File: src/rtl/mem_stage.sv
// Memory-access pipeline stage sitting between EX and WB.
// It registers the EX payload and extracts load data from the synchronous data SRAM.
// SRAM read data is only valid in an instruction's first MEM cycle, so that word is
// buffered here and replayed while WB is stalled.
// The stage also drives the MEM bypass to decode and the exception-in-flight flag to EX.
module mem_stage #(
    parameter int XLEN      = 32,
    parameter int CSR_NUM_W = 14
) (
    input  logic                 clk,
    input  logic                 reset,
    input  logic                 ex_to_mem_valid,
    input  logic [XLEN-1:0]      ex_pc,
    input  logic [3:0]           ex_rf_we,
    input  logic [4:0]           ex_rf_waddr,
    input  logic [XLEN-1:0]      ex_alu_result,
    input  logic                 ex_res_from_mem,
    input  logic [2:0]           ex_load_op,
    input  logic                 ex_csr_we,
    input  logic [CSR_NUM_W-1:0] ex_csr_num,
    input  logic [XLEN-1:0]      ex_csr_wdata,
    input  logic [4:0]           ex_csr_wmask,
    input  logic                 ex_ertn,
    input  logic                 ex_syscall,
    input  logic [14:0]          ex_syscall_code,
    input  logic [XLEN-1:0]      data_sram_rdata,
    input  logic                 wb_allow_in,
    input  logic                 flush,
    output logic                 mem_allow_in,
    output logic                 to_wb_valid,
    output logic [XLEN-1:0]      pc,
    output logic [3:0]           rf_we,
    output logic [4:0]           rf_waddr,
    output logic [XLEN-1:0]      rf_wdata,
    output logic                 csr_we,
    output logic [CSR_NUM_W-1:0] csr_num,
    output logic [XLEN-1:0]      csr_wdata,
    output logic [4:0]           csr_wmask,
    output logic                 ertn,
    output logic                 syscall,
    output logic [14:0]          syscall_code,
    output logic                 mem_fwd_we,
    output logic [4:0]           mem_fwd_waddr,
    output logic [XLEN-1:0]      mem_fwd_wdata,
    output logic                 mem_ex_pending
);

    // Load-width select: ld.b/ld.bu pick a byte by addr[1:0], ld.h/ld.hu a half by addr[1].
    function automatic logic [XLEN-1:0] load_extract(input logic [2:0]      op,
                                                     input logic [1:0]      addr,
                                                     input logic [XLEN-1:0] word);
        logic [7:0]         byte_u;
        logic [15:0]        half_u;
        logic signed [7:0]  byte_s;
        logic signed [15:0] half_s;
        case (addr)
            2'd0:    byte_u = word[7:0];
            2'd1:    byte_u = word[15:8];
            2'd2:    byte_u = word[23:16];
            default: byte_u = word[31:24];
        endcase
        half_u = addr[1] ? word[31:16] : word[15:0];
        byte_s = $signed(byte_u);
        half_s = $signed(half_u);
        case (op)
            3'b001:  load_extract = XLEN'(byte_s);
            3'b010:  load_extract = XLEN'(half_s);
            3'b011:  load_extract = XLEN'(byte_u);
            3'b100:  load_extract = XLEN'(half_u);
            default: load_extract = word;
        endcase
    endfunction

    logic                 vld_p1;
    logic                 held_p1;
    logic [XLEN-1:0]      rdata_buf_p1;
    logic [XLEN-1:0]      pc_p1;
    logic [3:0]           rf_we_p1;
    logic [4:0]           rf_waddr_p1;
    logic [XLEN-1:0]      alu_p1;
    logic                 res_from_mem_p1;
    logic [2:0]           load_op_p1;
    logic                 csr_we_p1;
    logic [CSR_NUM_W-1:0] csr_num_p1;
    logic [XLEN-1:0]      csr_wdata_p1;
    logic [4:0]           csr_wmask_p1;
    logic                 ertn_p1;
    logic                 syscall_p1;
    logic [14:0]          syscall_code_p1;
    logic [XLEN-1:0]      load_src;

    // ---- EX -> MEM boundary ----
    assign mem_allow_in = !vld_p1 || wb_allow_in;

    // Valid bit and read-buffer occupancy; flush kills the stage ahead of any advance.
    always_ff @(posedge clk or negedge reset) begin
        if (!reset) begin
            vld_p1  <= 1'b0;
            held_p1 <= 1'b0;
        end else if (flush) begin
            vld_p1  <= 1'b0;
            held_p1 <= 1'b0;
        end else begin
            if (mem_allow_in) vld_p1 <= ex_to_mem_valid;
            if (vld_p1 && wb_allow_in) held_p1 <= 1'b0;
            else if (vld_p1)           held_p1 <= 1'b1;
        end
    end

    // Capture the SRAM word in the instruction's first MEM cycle, before it goes stale.
    always_ff @(posedge clk or negedge reset) begin
        if (!reset)                 rdata_buf_p1 <= '0;
        else if (vld_p1 && !held_p1) rdata_buf_p1 <= data_sram_rdata;
    end

    // Payload register; a flush blocks the load so the dropped EX instruction never lands.
    always_ff @(posedge clk or negedge reset) begin
        if (!reset) begin
            pc_p1           <= '0;
            rf_we_p1        <= '0;
            rf_waddr_p1     <= '0;
            alu_p1          <= '0;
            res_from_mem_p1 <= 1'b0;
            load_op_p1      <= '0;
            csr_we_p1       <= 1'b0;
            csr_num_p1      <= '0;
            csr_wdata_p1    <= '0;
            csr_wmask_p1    <= '0;
            ertn_p1         <= 1'b0;
            syscall_p1      <= 1'b0;
            syscall_code_p1 <= '0;
        end else if (!flush && mem_allow_in && ex_to_mem_valid) begin
            pc_p1           <= ex_pc;
            rf_we_p1        <= ex_rf_we;
            rf_waddr_p1     <= ex_rf_waddr;
            alu_p1          <= ex_alu_result;
            res_from_mem_p1 <= ex_res_from_mem;
            load_op_p1      <= ex_load_op;
            csr_we_p1       <= ex_csr_we;
            csr_num_p1      <= ex_csr_num;
            csr_wdata_p1    <= ex_csr_wdata;
            csr_wmask_p1    <= ex_csr_wmask;
            ertn_p1         <= ex_ertn;
            syscall_p1      <= ex_syscall;
            syscall_code_p1 <= ex_syscall_code;
        end
    end

    // ---- MEM -> WB boundary ----
    assign load_src     = held_p1 ? rdata_buf_p1 : data_sram_rdata;
    assign rf_wdata     = res_from_mem_p1 ? load_extract(load_op_p1, alu_p1[1:0], load_src)
                                          : alu_p1;
    assign to_wb_valid  = vld_p1 && !flush;
    assign pc           = pc_p1;
    assign rf_we        = rf_we_p1;
    assign rf_waddr     = rf_waddr_p1;
    assign csr_we       = csr_we_p1;
    assign csr_num      = csr_num_p1;
    assign csr_wdata    = csr_wdata_p1;
    assign csr_wmask    = csr_wmask_p1;
    assign ertn         = ertn_p1;
    assign syscall      = syscall_p1;
    assign syscall_code = syscall_code_p1;

    assign mem_fwd_we     = vld_p1 && (|rf_we_p1);
    assign mem_fwd_waddr  = rf_waddr_p1;
    assign mem_fwd_wdata  = rf_wdata;
    assign mem_ex_pending = vld_p1 && (syscall_p1 || ertn_p1);

endmodule

File: config.mk
export PLATFORM = sky130hd
export DESIGN_NAME = mem_stage
export DESIGN_NICKNAME = d
export VERILOG_FILES = /design/src/rtl/mem_stage.sv
export SDC_FILE = /design/constraint.sdc
export NUM_CORES = 1
export LEC_CHECK = 0
export CORE_UTILIZATION = 40
export CTS_BUF_LIST = sky130_fd_sc_hd__clkbuf_4
export DETAILED_ROUTE_END_ITERATION = 10
export GPL_TIMING_DRIVEN = 0
export PLACE_DENSITY = 0.82
export SYNTH_ARGS = -nofsm -noshare
export SYNTH_HDL_FRONTEND = slang
export SYNTH_SLANG_ARGS = --single-unit
File: constraint.sdc
create_clock -name clk -period 2.1 [get_ports clk]
set_input_delay 0.42 -clock clk [delete_from_list [all_inputs] [get_ports clk]]
set_output_delay 0.42 -clock clk [all_outputs]
set_load 0.005 [all_outputs]
==> results by group, run 1 <==
Status
  – Status: complete, but fails checks
  – Violated checks: negative setup slack

CTS
  – Clk sinks: 180
  – Clock Tree Buf Depth: 2
  – CTS tree: done
  – Inserted Clock Buffers: 17
  – Clock slew at reported path FFs: 170 ps
  – CTS Root Cell: clkbuf_4
  – H-tree depth: 4
  – Clock latency on the worst-skew pair: a little under 600 ps

Power and ir drop
  – Comb power frac: between 40 and 50%
  – Clock power share: about a fifth
  – Switching power: approximately 0.0037 W
  – PwrDens: approximately 820 nW/um^2
  – Reg power frac: 38.5%
  – Peak supply drop: ~470 uV
  – Pleak: a little under 6 nW
  – Internal power: roughly 0.0079 W
  – Sw frac: about a third

Global route
  – Largest net degree at the start of global routing: about 100
  – Initial antenna violation count: 2
  – First-pass GRT wire length: 43000 um
  – Vias in the first global route: 7806
  – Gr usage total: approximately a quarter
  – GR Overflow Total: 0

Yosys
  – Syn_nets: ~830
  – Mapped Area: roughly 8400 um^2
  – Yosys cell types: 45
  – Post-synth EDFFs: 0
  – Fraction of registers with async set/reset: 100.0%
  – Cell taking the most area after synthesis: dfrtp_1
  – Sequential share of the synthesized area: a little over half
  – Post-Syn Area per Cell: around 13 um^2
  – Top_reg_cell synth: dfrtp_1
  – Syn Inst Count: between 600 and 700
  – Yosys warns: 0
  – Area share of the largest cell type after synthesis: approximately 54%
  – Top cells by area, synth: dfrtp_1 (54%), mux2_1 (20%), mux2_2 (4.4%)
  – FF+latch count, synth: 180

Timing
  – Slew Limit Fails: 0
  – Actual slew at the worst max-slew pin: between 800 and 900 ps
  – Max Clock Skew: roughly 23 ps
  – Worst slew margin: between 40% and 50%
  – Final setup vio count: 64
  – Final hold vios: 0
  – Minimum clock period: 3156 ps
  – Max Clk Rate: 316.8 MHz
  – Setup WS post-layout: -1056 ps
  – RSZ-0062 raised after global routing: yes
  – Final period util: 150.3%

Detailed routing
  – Final WL: approximately 29000 um
  – DRC: 0
  – Routed via count: just over 7000
  – Vias/cell: roughly 5.3
  – Drt wl/cell: ~21 um
  – Drt pass-1 iters: 6
  – First-iteration detailed-routing DRC count: ~400
  – Antenna Nets Post-Route: 0

Layout
  – Fin area: roughly 14000 um^2
  – Share of layout cells above drive strength 1: 30.28%
  – Commonest non-fill, non-tap cell in the layout: clkdlybuf4s50_1
  – Most frequent cells in the layout: clkdlybuf4s50_1 (295), dfrtp_1 (177), mux2_1 (152)
  – Antenna diodes: 0
  – Finished Core Util: between 60% and 70%
  – Final Net Count: roughly 1300
  – Layout area overhead: 66.55%

Place
  – Final GP Congestion: a little over 0.9
  – Post-Place Cell Area: roughly 13000 um^2
  – Hpwl dp: between 20000 and 25000 um
  – Port Buf Inserts: 365

Critical path
  – Setup crit end kind: output port
  – CP startpoint kind: flip-flop
  – WP data arrival: about 2700 ps
  – CP required: ~1700 ps
  – CP Class: reg2out
  – Worst-path maximum fanout: 8

Die
  – Chip Width: ~150 um
  – Die Height: between 100 and 150 um
  – Die area: 21620 um^2
  – Floorplan Core Area: between 20000 and 25000 um^2
  – FP Rows: 52
  – Initial Util: about two fifths
  – # IOs: between 300 and 400

Flow run
  – Max Cap Viol: 0

Hold path
  – Worst min-delay path class: in2async
## metrics by stage
step,setup WS (ps),cells,hold slack [ps],total power (W),TNS [ps]
after global routing,-1175,1360,365.2,0.01207,-65980
after detailed placement,-1187,1282,443.6,0.008596,-143160
final,-1056,1360,368.2,0.01155,-58480
after global placement,-7153,1281,465.5,0.008467,-1420300
after floorplan,-152.7,646,124.4,0.006093,-1826
after CTS,-1109,1349,335.5,0.01136,-60780
## sequential cells by signal, summed over array words and instances, names as in the netlist, 3 cells and up
register	cells
alu_p1	32
csr_wdata	32
pc	32
rdata_buf_p1	32
syscall_code	15
csr_num	14
csr_wmask	5
mem_fwd_waddr	5
rf_we	4
load_op_p1	3
## power groups by stage
stage	sequential (W)	clock (W)	combinational (W)
final	0.00445	0.00239	0.00470
after global routing	0.00452	0.00258	0.00497
after CTS	0.00444	0.00245	0.00447
after detailed placement	0.00447	0	0.00413
after global placement	0.00443	0	0.00403
after floorplan	0.00442	0	0.00168
## layer usage
metal / track usage (%) / share of wire [%] / up-vias
met1: 28.40 / 35 / 3587
met3: 8.012 / 8.5 / 79
li1: - / - / 3174
met5: 0 / 0.088 / -
met4: 11.08 / 3.8 / 4
met2: 47.15 / 52 / 388
## layout make-up
class,instances,area [um^2]
plain buffers,76,616.8
clock buffers,17,127.6
clock inverters,15,235.2
fillers,1474,6414
inverters,3,11.26
multi-input cells,382,4109
flip-flops and latches,180,4508
well taps,270,337.8
repair buffers,417,4070
## Yosys cell counts, drive strengths merged (5+ instances only)
cell type / n
o32a: 16
buf: 64
o22ai: 14
clkbuf: 17
nor2: 19
a41oi: 5
o21ai: 27
dfrtp: 180
a31oi: 10
mux2i: 24
nand2b: 11
mux2: 186
nand2: 28
nand3: 8
## path summary, 6_finish.rpt
kind | start | end | slack (ps) | cells past startpoint
setup / recovery | held_p1 | rf_wdata[20] | -1060 | 10
hold / removal | reset | rdata_buf_p1[6] | 370 | 2
setup reg to reg | vld_p1 | rdata_buf_p1[8] | 110 | 6
hold reg to reg | csr_wmask[1] | csr_wmask[1] | 500 | 1
max in group asynchronous | reset | load_op_p1[1] | 780 | 3
min in group clk | ex_alu_result[0] | alu_p1[0] | 380 | 3
## kinds of logic (layout without fill, tap and decap cells)
kind of cell / count (synthesis) / in the layout / share of synthesized area, %
buffers and inverters: 84 / 528 / 5.977
multiplexers: 211 / 211 / 28.10
flip-flops: 180 / 180 / 53.52
XOR/XNOR: 1 / 1 / 0.1041
AO/OA/AOI/OAI: 90 / 90 / 7.731
AND/OR/NAND/NOR: 80 / 80 / 4.565
## worst max-delay path, stage by stage, from the launching register on
cell      delay, ps
dfrtp_1         390
buf_8           170
buf_12          110
mux2i_4         290
a311oi_2        160
o21a_1          160
buf_6           140
buf_6           120
o32a_1          370
buf_4           150
buf_6           100
## what timing repair did
action                                  in CTS  in global routing
pin swaps                                   41                 35
hold buffers                                 1                  0
buffers inserted                            34                 13
resized for setup                          371                 68
hold endpoints to repair                    78                  0
endpoints found under the setup margin     184                195
cloned                                       3                  0
No activity file was read; power rests on OpenSTA's default activity.
==> run 2: changes to the inputs <==
Settings changed: CELL_PAD_IN_SITES_DETAIL_PLACEMENT set to 0, CELL_PAD_IN_SITES_GLOBAL_PLACEMENT set to 1, CORE_UTILIZATION 40 to 30, PLACE_DENSITY 0.82 to 0.8, REMOVE_ABC_BUFFERS set to 1.
==> results by group, run 2 (synthesis gave the netlist of run 1 again) <==
Die
  – Die Height: 169.5 um (+15%)
  – # IOs: 366 (unchanged)
  – Chip Width: 169.5 um (+15%)
  – Initial Util: 30.88% (-10 points)
  – Floorplan Core Area: 27250 um^2 (+33%)
  – FP Rows: 60 (+15%)
  – Die area: 28730 um^2 (+33%)

Timing
  – Max Clock Skew: 29.32 ps (+6.518 ps)
  – Final hold vios: 0 (unchanged)
  – Actual slew at the worst max-slew pin: 625.8 ps (-191.9 ps)
  – Setup WS post-layout: -1013 ps (+43.29 ps)
  – Worst slew margin: 58.28% (+13 points)
  – Slew Limit Fails: 0 (unchanged)
  – Max Clk Rate: 321.3 MHz (+1.4%)
  – Final setup vio count: 64 (unchanged)
  – Minimum clock period: 3113 ps (-43.29 ps)
  – RSZ-0062 raised after global routing: yes
  – Final period util: 148.2% (-2.1 points)

CTS
  – Clk sinks: 180 (unchanged)
  – Clock slew at reported path FFs: 180 ps (about the same)
  – CTS tree: done
  – Clock Tree Buf Depth: 2 (unchanged)
  – CTS Root Cell: clkbuf_4
  – Clock latency on the worst-skew pair: 570 ps (-20 ps)
  – Inserted Clock Buffers: 17 (unchanged)
  – H-tree depth: 4 (unchanged)

Critical path
  – Setup crit end kind: output port
  – CP startpoint kind: flip-flop
  – Flop-to-flop setup slack: 90 ps (-20 ps)
  – CP Class: reg2out
  – Worst-path maximum fanout: 5 (-3)
  – Critical Path Sink: mem_fwd_wdata[26]
  – Reg2reg start: vld_p1
  – CP required: 1680 ps (about the same)
  – R2r endpoint: alu_p1[16]
  – Worst path depth: 7 (-3)
  – WP data arrival: 2690 ps (-50 ps)
  – CP top delay family: compound AO/OA/AOI/OAI gates
  – Crit path cell chain: buf_6, mux2_4, o21a_1, o21a_4, buf_8, o32a_1, buf_2
  – Slowest CP cell: dfrtp_4
  – CP Launch Point: held_p1
  – Critical path buffers and inverters: 3 (-3)
  – Delay of the slowest cell on the worst path: 540 ps (+150 ps)
  – Worst R2R Path Depth: 7 (+1)

Power and ir drop
  – Total power: 0.01047 W (-9.4%)
  – Switching power: 0.003571 W (-2.2%)
  – Sw frac: 34.12% (+2.5 points)
  – Pleak: 5.420 nW (-6.0%)
  – PwrDens: 774.4 nW/um^2 (-6.0%)
  – Clock power share: 19.9% (-0.8 points)
  – Reg power frac: 42.7% (+4.2 points)
  – Internal power: 0.006895 W (-13%)
  – Comb power frac: 37.5% (-3.2 points)
  – Peak supply drop: 458.4 uV (-2.5%)

Layout
  – Commonest non-fill, non-tap cell in the layout: clkdlybuf4s50_1
  – Final Net Count: 1210 (-4.0%)
  – Share of layout cells above drive strength 1: 27.88% (-2.4 points)
  – Most frequent cells in the layout: clkdlybuf4s50_1 (293), dfrtp_1 (172), mux2_1 (152)
  – Fin cells: 1413 (+3.9%)
  – Layout area overhead: 60.60%
  – Finished Core Util: 49.60% (-19 points)
  – Layout filler cell count: 2453 (+66%)

Flow run
  – Max Cap Viol: 0 (unchanged)

Detailed routing
  – First-iteration detailed-routing DRC count: 302 (-25%)
  – Drt wl/cell: 20.26 um (-3.4%)
  – Vias/cell: 4.849 (-8.8%)
  – DRC: 1 (+1)
  – Final WL: 28630 um (+0.34%)
  – Antenna Nets Post-Route: 0 (unchanged)
  – Routed via count: 6852 (-5.3%)
  – Drt pass-1 iters: 10 (+4)

Place
  – Setup Slack @ Placement: -1624 ps (-436.8 ps)
  – Port Buf Inserts: 365 (unchanged)
  – Final GP Congestion: 0.8018 (-12%)
  – Cells after DPL: 1321 (+3.0%)
  – Hpwl dp: 20040 um (-0.70%)

Hold path
  – Worst min-delay path class: in2async

Global route
  – GR Overflow Total: 0 (unchanged)
  – Initial antenna violation count: 4 (+2)
  – First-pass GRT wire length: 42600 um (-0.93%)
  – Vias in the first global route: 7103 (-9.0%)
  – Gr usage total: 19.90% (-6.3 points)
  – Largest net degree at the start of global routing: 109 (+5.8%)

Status
  – Status: complete, but fails checks
  – Violated checks: design-rule violations, negative setup slack
[run 2: changes by cell type in the layout (fill, tap and decap cells not counted), sizes merged]
cell,previous run,this run
and2,1,2
buf,164,142
bufinv,4,0
clkbuf,39,17
clkdlybuf4s15,4,0
clkdlybuf4s50,295,293
clkinv,2,8
diode,0,1
dlygate4sd2,5,3
dlymetal6s2s,2,3
inv,11,9
[run 2: cell type report]
type	instances	area, um^2	share of cell area (%)
Sequential cell	180	4522	33.46
Timing Repair Buffer	442	4173	30.87
Multi-Input combinational cell	383	4026	29.79
Tap cell	372	465.4	3.444
Clock inverter	15	183.9	1.361
Clock buffer	17	127.6	0.9443
Inverter	3	15.01	0.1111
Antenna cell	1	2.502	0.01852
[run 2: metrics by stage]
stage	hold WS [ps]	area [um^2]	setup TNS [ps]
after CTS	338.5	13340	-61610
after global placement	466.9	12040	-4071070
after global routing	326.3	13520	-62980
after detailed placement	430.7	12320	-144530
final	373.1	13520	-54380
after floorplan	124.4	7924	-1591920
[run 2: worst register-to-register path, stage by stage, from the launching register on]
cell	delay (ps)
dfrtp_2	440
nor2b_2	180
nor3b_4	240
buf_8	140
buf_4	200
buf_6	210
buf_6	160
mux2_1	320
[run 2: timing repair]
action,CTS,global route
cloned,3,0
endpoints found under the setup margin,156,80
resized for setup,365,42
hold buffers,1,0
pin swaps,45,19
endpoints found under the hold margin,72,0
setup buffers,53,8
[run 2: how the worst min path moves through the flow]
| stage | from | to | slack, ps | cells past startpoint |
|---|---|---|---|---|
| after floorplan | reset | alu_p1[0] | 120 | 0 |
| after global placement | csr_num[4] | csr_num[4] | 470 | 1 |
| after detailed placement | reset | alu_p1[6] | 430 | 1 |
| after CTS | reset | alu_p1[6] | 340 | 2 |
| after global routing | reset | alu_p1[6] | 330 | 2 |
| final | reset | alu_p1[6] | 370 | 2 |
[run 2: power groups by stage]
stage | registers, W | logic [W] | clock network [W]
floorplan | 0.00449 | 0.00123 | 0
detailed placement | 0.00451 | 0.00371 | 0
finish | 0.00446 | 0.00392 | 0.00208
global route | 0.00455 | 0.00418 | 0.00231
CTS | 0.00445 | 0.00385 | 0.00218
global placement | 0.00453 | 0.00364 | 0
[run 2: routing by layer]
| metal | share of wire [%] | track usage, % | routed length [um] |
|---|---|---|---|
| met3 | 8.1 | 6.763 | 2322 |
| met4 | 2.1 | 7.090 | 614 |
| met1 | 37 | 21.88 | 10550 |
| met2 | 53 | 35.50 | 15100 |
| met5 | 0.11 | 0 | 31 |
==> run 3: changes to the inputs <==
Settings changed: ABC_CLOCK_PERIOD_IN_PS set to 2100.
==> results of run 3 <==
No change in the layout: final DEF, timing and power equal those of run 2.
